File: config.mk
export PLATFORM = sky130hd
export DESIGN_NAME = aes_stream_ctrl_flat
export DESIGN_NICKNAME = d
export VERILOG_FILES = /design/src/rtl/aes_stream_if.sv /design/src/rtl/aes_stream_ctrl.sv /design/src/flat_wrapper.sv
export SDC_FILE = /design/constraint.sdc
export NUM_CORES = 1
export LEC_CHECK = 0
export CELL_PAD_IN_SITES_DETAIL_PLACEMENT = 1
export CELL_PAD_IN_SITES_GLOBAL_PLACEMENT = 1
export CORE_AREA = 3 3 208 210
export CTS_CLUSTER_DIAMETER = 40
export CTS_CLUSTER_SIZE = 40
export DETAILED_ROUTE_END_ITERATION = 7
export DIE_AREA = 0 0 211 213
export PLACE_DENSITY_LB_ADDON = 0.12
export SLEW_MARGIN = 20
export SYNTH_ARGS = -nofsm -noshare
export SYNTH_HDL_FRONTEND = slang
export SYNTH_SLANG_ARGS = --single-unit
File: constraint.sdc
create_clock -name clk -period 3.9 [get_ports clk]
set_input_delay 0.39 -clock clk [delete_from_list [all_inputs] [get_ports clk]]
set_output_delay 0.39 -clock clk [all_outputs]
set_load 0.1 [all_outputs]
File: src/rtl/aes_stream_if.sv
// aes_stream_if: 32-bit word-serial input and output streams around the AES controller
interface aes_stream_if;
  logic        in_valid;
  logic        in_ready;
  logic [31:0] in_data;
  logic        in_is_key;
  logic        in_mode;
  logic        out_valid;
  logic        out_ready;
  logic [31:0] out_data;
  logic        out_last;
  modport slave (
    input  in_valid, in_data, in_is_key, in_mode, out_ready,
    output in_ready, out_valid, out_data, out_last
  );
  modport master (
    output in_valid, in_data, in_is_key, in_mode, out_ready,
    input  in_ready, out_valid, out_data, out_last
  );
endinterface

File: src/rtl/aes_stream_ctrl.sv
// aes_stream_ctrl: assembles key/block words for the AES wrapper and serialises its result
module aes_stream_ctrl (
  input  logic           clk,
  input  logic           rst_n,
  aes_stream_if.slave    s,
  output logic [127:0]   aes_in_data,
  output logic [127:0]   aes_key,
  output logic           aes_flag,
  input  logic [127:0]   aes_data_out,
  output logic           key_err
);
  localparam logic [1:0] LOAD    = 2'd0;
  localparam logic [1:0] ISSUE   = 2'd1;
  localparam logic [1:0] CAPTURE = 2'd2;
  localparam logic [1:0] SEND    = 2'd3;
  logic [1:0]   state_q, state_d;
  logic [1:0]   kcnt_q, kcnt_d, dcnt_q, dcnt_d, ocnt_q, ocnt_d;
  logic [127:0] key_q, key_d, blk_q, blk_d, res_q, res_d;
  logic         mode_q, mode_d, key_err_q, key_err_d;
  always_comb begin
    state_d   = state_q;
    kcnt_d    = kcnt_q;
    dcnt_d    = dcnt_q;
    ocnt_d    = ocnt_q;
    key_d     = key_q;
    blk_d     = blk_q;
    res_d     = res_q;
    mode_d    = mode_q;
    key_err_d = key_err_q;
    case (state_q)
      LOAD: if (s.in_valid) begin
        if (s.in_is_key) begin
          key_d  = {key_q[95:0], s.in_data};
          kcnt_d = kcnt_q + 2'd1;
        end else begin
          blk_d  = {blk_q[95:0], s.in_data};
          dcnt_d = dcnt_q + 2'd1;
          if (dcnt_q == 2'd3) begin
            mode_d    = s.in_mode;
            key_err_d = key_err_q | (kcnt_q != 2'd0);
            state_d   = ISSUE;
          end
        end
      end
      ISSUE: state_d = CAPTURE;
      CAPTURE: begin
        res_d   = aes_data_out;
        ocnt_d  = 2'd0;
        state_d = SEND;
      end
      default: if (s.out_ready) begin
        ocnt_d  = ocnt_q + 2'd1;
        state_d = (ocnt_q == 2'd3) ? LOAD : SEND;
      end
    endcase
  end
  always_ff @(posedge clk) begin
    if (!rst_n) begin
      state_q   <= LOAD;
      kcnt_q    <= '0;
      dcnt_q    <= '0;
      ocnt_q    <= '0;
      key_q     <= '0;
      blk_q     <= '0;
      res_q     <= '0;
      mode_q    <= 1'b0;
      key_err_q <= 1'b0;
    end else begin
      state_q   <= state_d;
      kcnt_q    <= kcnt_d;
      dcnt_q    <= dcnt_d;
      ocnt_q    <= ocnt_d;
      key_q     <= key_d;
      blk_q     <= blk_d;
      res_q     <= res_d;
      mode_q    <= mode_d;
      key_err_q <= key_err_d;
    end
  end
  // ~ocnt_q selects word 3-ocnt, so word 0 is the most-significant one
  assign s.in_ready   = state_q == LOAD;
  assign s.out_valid  = state_q == SEND;
  assign s.out_data   = res_q[{~ocnt_q, 5'd0} +: 32];
  assign s.out_last   = (state_q == SEND) && (ocnt_q == 2'd3);
  assign aes_in_data  = blk_q;
  assign aes_key      = key_q;
  assign aes_flag     = mode_q;
  assign key_err      = key_err_q;
endmodule
File: src/flat_wrapper.sv
// flat-port wrapper written by rule: the top's interface ports become plain ports
module aes_stream_ctrl_flat 
  (clk, rst_n, aes_in_data, aes_key, aes_flag, aes_data_out, key_err, s_in_valid, s_in_data, s_in_is_key, s_in_mode, s_out_ready, s_in_ready, s_out_valid, s_out_data, s_out_last);
  aes_stream_if s_i ();
  input  logic clk;
  input  logic rst_n;
  output logic [127:0] aes_in_data;
  output logic [127:0] aes_key;
  output logic aes_flag;
  input  logic [127:0] aes_data_out;
  output logic key_err;
  input wire logic [$bits(s_i.in_valid)-1:0] s_in_valid;
  input wire logic [$bits(s_i.in_data)-1:0] s_in_data;
  input wire logic [$bits(s_i.in_is_key)-1:0] s_in_is_key;
  input wire logic [$bits(s_i.in_mode)-1:0] s_in_mode;
  input wire logic [$bits(s_i.out_ready)-1:0] s_out_ready;
  output wire logic [$bits(s_i.in_ready)-1:0] s_in_ready;
  output wire logic [$bits(s_i.out_valid)-1:0] s_out_valid;
  output wire logic [$bits(s_i.out_data)-1:0] s_out_data;
  output wire logic [$bits(s_i.out_last)-1:0] s_out_last;
  assign s_i.in_valid = s_in_valid;
  assign s_i.in_data = s_in_data;
  assign s_i.in_is_key = s_in_is_key;
  assign s_i.in_mode = s_in_mode;
  assign s_i.out_ready = s_out_ready;
  assign s_in_ready = s_i.in_ready;
  assign s_out_valid = s_i.out_valid;
  assign s_out_data = s_i.out_data;
  assign s_out_last = s_i.out_last;
  aes_stream_ctrl u_core (.clk(clk), .rst_n(rst_n), .s(s_i), .aes_in_data(aes_in_data), .aes_key(aes_key), .aes_flag(aes_flag), .aes_data_out(aes_data_out), .key_err(key_err));
endmodule
After elaboration in Yosys (flattened, before gate mapping)
Cells that the tools add are included.

Output and inout bits: 293. Bits in registers: 394. Input bits: 166.

Mux-type cells: 8. Equal/unequal tests: 8. Reductions and logical operators: 11. Shifts and indexed selects: 1. Bitwise operators: 4. Add/subtract/negate cells: 3.

Operators by type and width (count): $shiftx 128x8->32 (1); $mux 2 (6); $eq 2x2->1 const B (4); $reduce_and 4->1 (2); $add 2x1->2 const B (3); $pmux 2 s3 (1); $reduce_and 3->1 (2); $ne 2x2->1 const B (2); $pmux 2 s2 (1); $reduce_bool 2->1 (2); $reduce_bool 4->1 (1); $eq 2x1->1 const B (1); $logic_not 2->1 (1); $ne 2x1->1 const B (1); $not 1->1 (2); $not 2->2 (1); $reduce_and 2->1 (1); $reduce_or 2->1 (1); $logic_and 1x1->1 (1); $or 1x1->1 (1).

Logic depth before layout (Yosys ltp)
Gate-level depths: netlist of the first run.

Word-level depth: 5. Gate-level depth with buffers: 9.

Worst setup path before layout of the first run
OpenSTA, ideal clock, no wires.

Kind: reg-to-output. From: register u_core.state_q[0]. To: output port s_out_last. Slack: 1.490 ns. Data arrival time: 2.020 ns. Stages on the path, launching flop included: 4. Cells stage by stage: dfxtp_1 ha_1 nand2_1 inv_1.

Cells in the longest elaborated chain, start to end: 2.

Ends and longest elaborated chain: start, declared (line aes_stream_ctrl.sv:16) `logic [1:0] state_q, state_d;`; start signal, assigned (line aes_stream_ctrl.sv:69) `state_q <= state_d;`; $eq 2x2->1; net s_out_valid (line flat_wrapper.sv:18) `output wire logic [$bits(s_i.out_valid)-1:0] s_out_valid;`; $logic_and 1x1->1 (line aes_stream_ctrl.sv:84) `assign s.out_last = (state_q == SEND) && (ocnt_q == 2'd3);`; end, declared (line flat_wrapper.sv:20) `output wire logic [$bits(s_i.out_last)-1:0] s_out_last;`.

The timed path passes the listed nets, and every way through them passes these cells.

Worst setup path after layout of the first run
From: register u_core.state_q[0]. To: output port s_in_ready.

Cells in the longest elaborated chain, start to end: 1.

Ends and longest elaborated chain: $logic_not 2->1 (line aes_stream_ctrl.sv:81) `assign s.in_ready = state_q == LOAD;`; end, declared (line flat_wrapper.sv:17) `output wire logic [$bits(s_i.in_ready)-1:0] s_in_ready;`.

Every way passes these cells.

==> metrics list, run 1 <==
* Critical Path End Type: primary output
* Routed wire length: 51700 um
- Type of element launching the critical path: flop
- Worst Reg2Reg Path Length in Cells: 6
- F_max: 0.316 GHz
- Synth Cell Area: 0.0157 mm^2
* Number of buffers added by the clock tree synthesis step: 68
- Share of layout cells above drive strength 1: 9.59%
- Clock latency on the worst-skew pair, taken at its later pin, is 0.57 ns.
* Arrival time worst endpoint: 2.78 ns
- # clock sinks: 394
- Routed wire per std cell: 19.6 um
- Total count of hold-check failures in the final report: 0
- Worst-case register-to-register setup slack: 1.65 ns
- After layout, the minimum clock period comes to 3.17 ns.
- Final hold analysis gives a worst-case slack of 0.391 ns.
- The most critical setup path has its startpoint at u_core.state_q[0]$_SDFFE_PN0P_.
* Part of the Yosys area used for sequential elements: 50.3%
- Pin count of the biggest net entering global routing: 192
- Number of antenna violations at the first check in global routing: 12
- Die area: 0.0449 mm^2
* Buffers inserted during post-CTS setup optimization: 0
- Number of levels in the clock H-tree: 3
- Pwr Density: 492 mW/mm^2
- On the critical path, the stage with the largest delay is an instance of clkdlybuf4s50_1.
- In this run, the number of DRC markers left after iteration 0 of detailed routing was 551.
* Die Ht: 213 um
- Of all nets on the critical path, the largest fanout is 11.
- Buffering stage count on the worst path with inverters included: 2
- Min-Delay Startpoint: rst_n
- The worst hold path terminates at u_core.aes_in_data[96]$_SDFFE_PN0P_.
* Chain of cells forming the critical path: inv_1 > ha_1 > clkdlybuf4s50_1
* Cells after Synth: 1628
- For the pin with the worst max-slew slack, the measured transition is 1.10 ns.
* Sum of overflow across all layers after global routing: 0
- The longest clock path from root to sink contains 3 buffers.
- Number of warning messages in the yosys log: 0
- Count of instances resized after the clock tree is built: 0
- Relative slew slack: 26.7%
- Flip-flop and latch count after synthesis: 394
* Total number of vias: 12911
* Max-cap check violation count: 0
- From left edge to right edge, the die measures 211 um.
* Final setup violation count: 0
- Core ar.: 0.0418 mm^2
- CTS Hold Bufs: 0
- Placer's final routability congestion estimate: 0.763
* Worst hold-check path type: input pin to flop
* Clock tree from TritonCTS: yes
- For the final routed database, the setup TNS stands at 0 ns.
- Total power: 11.2 mW
- The final layout contains 2218 nets.
- Clock root buffer: clkbuf_16
* First-pass DRT Iterations: 5
* Effective utilization at floorplan: 37.6%
- Rows: 75
- In this run the remaining antenna-violating nets after routing total 0.
- Required arrival time at the worst endpoint: 3.51 ns
* Remaining design rule violation count: 0
- Dividing the detail-routed via count by the number of cells gives 4.90.
* Biggest cell delay along the critical path: 1.27 ns
- Run status: completed
- Number of distinct library cell variants in the gate-level netlist after synthesis: 32
- Count of cells along the worst hold path: 2
- Net count after synthesis: 1802
- Count of boundary I/O pins: 459
* GRT Overall Usage: 22.4%
* RSZ-0062 raised after global routing: false
- Via count of the first global-routing pass: 13760
- Across the VDD grid, the largest voltage drop is 364 uV.
- Mean instance size in the synthesized netlist: 9.64 um^2
- After clock tree synthesis, the clock-pin slew on the worst setup and hold paths is 0.05 ns.
- The worst register-to-register path begins at u_core.state_q[0]$_SDFFE_PN0P_.
- Detailed-placement wirelength estimate: 35400 um
- Port Buf Inserts: 458
- Final cycle utilization of the critical path: 81.3%
- The worst setup path is of the flop to primary output kind.
- The first global-routing pass estimated 78600 um of wire.
* Cell family with most CP delay: buffers and inverters
* Worst Skew: 0.0183 ns
- The number of pins exceeding their max-slew limit in the final report is 0.
* P_leak: 7.60 nW
- The area growth from synthesis to layout is 44.8%.
* Util after Layout: 54.4%
* Endpoint of the most critical register-to-register path: u_core.aes_key[118]$_SDFFE_PN0P_
cells in the final DEF (no fill, tap or decap), types with 8 or more instances in the layout:
cell type        Yosys  final
nor2b_1            131    131
clkinvlp_4           0      8
mux2i_1            131    131
mux4_2              32     32
bufinv_16            0      9
clkdlybuf4s50_1      0    424
nand2_1            519    519
clkbuf_8             5     10
dfxtp_1            394    392
a21boi_1           100    100
buf_4               12     39
a21boi_0           160    160
clkbuf_16            0     70
state kept, by name (all words and copies together), names as in the netlist:
register            cells
u_core.kcnt_q           2
u_core.dcnt_q           2
u_core.key_err          1
u_core.aes_key        128
u_core.state_q          2
u_core.aes_in_data    128
u_core.ocnt_q           2
u_core.aes_flag         1
u_core.res_q          128
how the worst max path moves through the flow:
stage | endpoint | depth (start not counted) | slack [ns]
finish | s_in_ready | 3 | 0.73
global route | s_in_ready | 3 | 0.57
CTS | s_in_ready | 3 | 0.68
detailed placement | s_in_ready | 3 | 1.30
global placement | s_in_ready | 3 | 1.37
floorplan | s_out_last | 3 | 1.49
routing by layer:
| layer | up-vias | track usage (%) | share of wire (%) |
|---|---|---|---|
| met5 | - | 0 | 0.27 |
| met4 | 22 | 7.74 | 2.9 |
| met3 | 110 | 9.57 | 8.6 |
| met2 | 342 | 39.9 | 50 |
| met1 | 6228 | 24.0 | 38 |
| li1 | 6209 | - | - |
cells by family after synthesis:
| kind of cell | count (synthesis) | synth area share (%) |
|---|---|---|
| xor gates and xnor gates | 2 | 0.112 |
| muxes | 163 | 12.9 |
| adders and majority gates | 8 | 0.638 |
| AOI/OAI and AO/OA | 268 | 12.8 |
| DFF | 394 | 50.3 |
| and+or+nand+nor | 662 | 18.2 |
| buffers and inverters | 131 | 5.05 |
layout make-up:
class	count	area, um^2
clock inverter	36	478
antenna	1	2.50
multi-input combinational	1103	7040
fill	4586	19000
clock buffer	86	1910
inverter	6	22.5
timing repair buffer	471	4690
tap	539	674
sequential	394	7890
where the power goes:
group / leakage (nW) / internal, mW / switching (mW)
Sequential: 3.18 / 4.08 / 0.0437
Combinational: 3.27 / 0.317 / 0.571
Clock: 1.15 / 4.08 / 2.08
stage by stage:
step	setup slack, ns	cell area (um^2)	instances
5_1_grt	0.566	22700	2636
2_1_floorplan	1.49	15700	1628
6_report	0.731	22700	2636
3_3_place_gp	1.37	20300	2513
3_5_place_dp	1.30	20300	2513
4_1_cts	0.681	22700	2635
synth_stat cells:
cell | instances | share of area (%)
inv_1 | 6 | 0.14
nor2b_1 | 131 | 5.2
o211ai_1 | 1 | 0.048
clkbuf_8 | 5 | 0.44
clkbuf_1 | 44 | 1.1
and2_1 | 2 | 0.080
mux2i_1 | 131 | 8.4
nand2_1 | 519 | 12
o311ai_0 | 1 | 0.056
nand3_1 | 1 | 0.032
nor4bb_1 | 1 | 0.064
a21boi_1 | 100 | 4.8
o21ai_0 | 2 | 0.064
nor4b_1 | 1 | 0.056
nor2_1 | 1 | 0.024
ha_1 | 8 | 0.64
buf_2 | 44 | 1.4
xnor2_1 | 2 | 0.11
buf_6 | 20 | 1.4
nand2b_1 | 1 | 0.040
o21bai_1 | 2 | 0.096
and3b_2 | 1 | 0.064
a21boi_0 | 160 | 7.7
nand3b_1 | 1 | 0.048
o21a_1 | 1 | 0.048
buf_4 | 12 | 0.57
dfxtp_1 | 394 | 50
and3_1 | 1 | 0.040
mux4_2 | 32 | 4.6
nor4_1 | 1 | 0.040
nand4b_1 | 1 | 0.056
a221oi_1 | 1 | 0.056
Power figures use the tool's default switching activity.
==> run 2, diff against run 1 <==
--- a/config.mk
+++ b/config.mk
@@ -7,11 +7,11 @@
 export LEC_CHECK = 0
 export CELL_PAD_IN_SITES_DETAIL_PLACEMENT = 1
 export CELL_PAD_IN_SITES_GLOBAL_PLACEMENT = 1
-export CORE_AREA = 3 3 208 210
+export CORE_AREA = 3 3 213 215
 export CTS_CLUSTER_DIAMETER = 40
 export CTS_CLUSTER_SIZE = 40
 export DETAILED_ROUTE_END_ITERATION = 7
-export DIE_AREA = 0 0 211 213
+export DIE_AREA = 0 0 216 218
 export PLACE_DENSITY_LB_ADDON = 0.12
 export SLEW_MARGIN = 20
 export SYNTH_ARGS = -nofsm -noshare
==> constraint.sdc (replaced) <==
create_clock -name clk -period 3.06 [get_ports clk]
set_input_delay 0.306 -clock clk [delete_from_list [all_inputs] [get_ports clk]]
set_output_delay 0.306 -clock clk [all_outputs]
set_load 0.1 [all_outputs]
==> run 2 against run 1 <==
Sequential power rose by 28%. Via count shrank 0.36%. Worst hold slack lost 0.13 ns. Sequential share of layout area rose by 0.22 points. First-iteration DRC count fell by 3.3%. Die area grew 4.8%. Design area is 0.62% lower. Combinational power increased by 26%. Setup slack got worse by 0.19 ns. Utilization is 3.0 points lower. Wire length increased by 0.15%. Clock skew increased by 0.0021 ns. Critical endpoint is now s_out_data[25]. Largest power group unchanged.
==> metrics list, run 2 (same netlist as run 1, synthesis figures left out) <==
- Run status: completed (unchanged).
- Via density per instance: 4.77 (was 4.90)
* Arrival time worst endpoint: 2.21 ns (was 2.78 ns)
- Count of cells along the worst hold path: 2 (unchanged)
- Clock buffer depth: 3 (unchanged)
* Required arrival time at the worst endpoint: 2.75 ns (was 3.51 ns)
- The global router's overall resource usage is 21.4% (was 22.4%).
- DP Worst Slack: 0.808 ns (was 1.30 ns)
* Pin count of the biggest net entering global routing: 131 (was 192)
- Routed wire length: 51800 um (was 51700 um)
- Number of levels in the clock H-tree: 3 (unchanged)
- Via count of the first global-routing pass: 13755 (was 13760)
- The number of cells on the worst reg-to-reg path is 6 (unchanged).
- The number of nets in the finished design came to 2227 (was 2218).
* Count of instances resized after the clock tree is built: 0 (unchanged)
- Detailed-placement wirelength estimate: 36100 um (was 35400 um)
* Total power: 14.5 mW (was 11.2 mW)
- The number of pins exceeding their max-slew limit in the final report came to 0 (unchanged).
- DRC marker count from the first detailed-route iteration: 533 (was 551)
- Min Clock Period, post-route: 2.52 ns
- The measured slew at the worst slew-check pin was 1.01 ns (was 1.10 ns).
* Peak VDD IR: 420 uV (was 364 uV)
- RSZ-0062 raised after global routing: false (unchanged)
* Final worst setup slack: 0.542 ns (was 0.731 ns)
- Global-route wire length before repair: 79400 um (was 78600 um)
- Most frequent cells in the layout: nand2_1, dfxtp_1, clkdlybuf4s50_1, buf_4, a21boi_0 (was nand2_1, clkdlybuf4s50_1, dfxtp_1, a21boi_0)
- Buffers inserted during post-CTS setup optimization: 0 (unchanged)
- The total inserted antenna cells came to 0 (was 1).
* Final setup violation count: 0 (unchanged)
- Critical Path End Type: primary output (unchanged)
- Port Buf Inserts: 458 (unchanged)
* Worst hold-check path type: input pin to flop (unchanged)
- The die outline area was 0.0471 mm^2 (was 0.0449 mm^2).
- The leakage component of the power came to 8.03 nW (was 7.60 nW).
- F_max: 0.397 GHz
* Sum of overflow across all layers after global routing: 0 (unchanged)
- The clock-pin slew on the worst setup and hold paths was 0.05 ns (about the same).
- Clock root buffer: clkbuf_16 (unchanged)
- The total of max-cap violations came to 0 (unchanged).
* Total negative setup slack: 0 ns (unchanged)
- Die Ht: 218 um (was 213 um)
- Clock tree from TritonCTS: yes (unchanged)
- Worst Skew: 0.0204 ns (was 0.0183 ns)
* Filler cell count: 4932 (was 4586)
- The clock sink count was 394 (unchanged).
- The tightest hold margin came to 0.259 ns (was 0.391 ns).
* Effective utilization at floorplan: 35.7% (was 37.6%)
* Total number of vias: 12864 (was 12911)
- Count of boundary I/O pins: 459 (unchanged)
- The most common library cell in the layout ignoring fill and taps was nand2_1 (unchanged).
* CTS Hold Bufs: 0 (unchanged)
* Placer's final routability congestion estimate: 0.765 (was 0.763)
- Number of antenna violations at the first check in global routing: 11 (was 12)
- The area added between synthesis and finish is 43.9% (was 44.8%).
- The tightest slew margin relative to the limit was 32.5% (was 26.7%).
- The power per cell area was 643 mW/mm^2 (was 492 mW/mm^2).
- Remaining design rule violation count: 0 (unchanged)
- The worst setup path category is flop to primary output (unchanged).
- The count of antenna-violating nets left after detailed routing was 0 (unchanged).
* Clock Latency Late Sink: 0.58 ns (was 0.57 ns)
- The total placed instance area came to 0.0201 mm^2 (was 0.0203 mm^2).
- The die boundary width came to 216 um (was 211 um).
- The highest net fanout along the worst path came to 22 (was 11).
- Final cycle utilization of the critical path: 82.3%
* Routed wire per std cell: 19.2 um (was 19.6 um)
- The detailed-router iteration count before antenna repair was 4 (was 5).
* Type of element launching the critical path: flop (unchanged)
* Share of layout cells above drive strength 1: 17.7% (was 9.59%)
- Core ar.: 0.0439 mm^2 (was 0.0418 mm^2)
* Total count of hold-check failures in the final report: 0 (unchanged)
- The finished layout cell area is 0.0226 mm^2 (was 0.0227 mm^2).
* Number of buffers added by the clock tree synthesis step: 70 (was 68)
- The count of standard-cell rows came to 77 (was 75).
==> run 2: worst paths after layout <==
path,end,startpoint,slack (ns)
worst max-delay path,s_out_data[25],u_core.ocnt_q[0]$_SDFFE_PN0P_,0.54
worst min-delay path,u_core.aes_in_data[123]$_SDFFE_PN0P_,rst_n,0.26
worst max register to register,u_core.aes_key[12]$_SDFFE_PN0P_,u_core.state_q[0]$_SDFFE_PN0P_,0.84
worst min register to register,u_core.aes_key[118]$_SDFFE_PN0P_,u_core.aes_key[118]$_SDFFE_PN0P_,0.45
==> run 2: critical path, cell delays in order, from the launching register on <==
cell	delay [ns]
dfxtp_2	0.75
buf_4	0.30
mux4_2	0.34
buf_4	0.25
==> run 2: cell type report <==
class / count / area (um^2) / area share [%]
Timing Repair Buffer: 478 / 4380 / 19.4
Inverter: 6 / 22.5 / 0.0998
Clock inverter: 35 / 460 / 2.04
Clock buffer: 91 / 2040 / 9.02
Tap cell: 592 / 741 / 3.28
Multi-Input combinational cell: 1103 / 7040 / 31.2
Sequential cell: 394 / 7890 / 34.9
==> run 2: layer usage <==
| metal | vias to the layer above | wire length, um | track usage [%] |
|---|---|---|---|
| met5 | - | 149 | 0 |
| met4 | 22 | 1440 | 6.96 |
| met3 | 115 | 4150 | 8.64 |
| met2 | 342 | 25800 | 37.6 |
| met1 | 6163 | 20200 | 23.7 |
| li1 | 6222 | - | - |
==> run 2: report_power, final <==
part / internal, mW / switching [mW] / leakage (nW)
registers: 5.20 / 0.0567 / 3.18
clock network: 5.46 / 2.68 / 1.22
logic: 0.393 / 0.727 / 3.63
total: 11.1 / 3.46 / 8.03
==> run 2: through the flow <==
| step | util [%] | cells |
|---|---|---|
| 6_report | 51.4 | 2699 |
| 5_1_grt | 51.4 | 2699 |
| 4_1_cts | 51.4 | 2699 |
| 3_5_place_dp | 45.7 | 2573 |
| 3_3_place_gp | 45.7 | 2573 |
| 2_1_floorplan | - | 1628 |
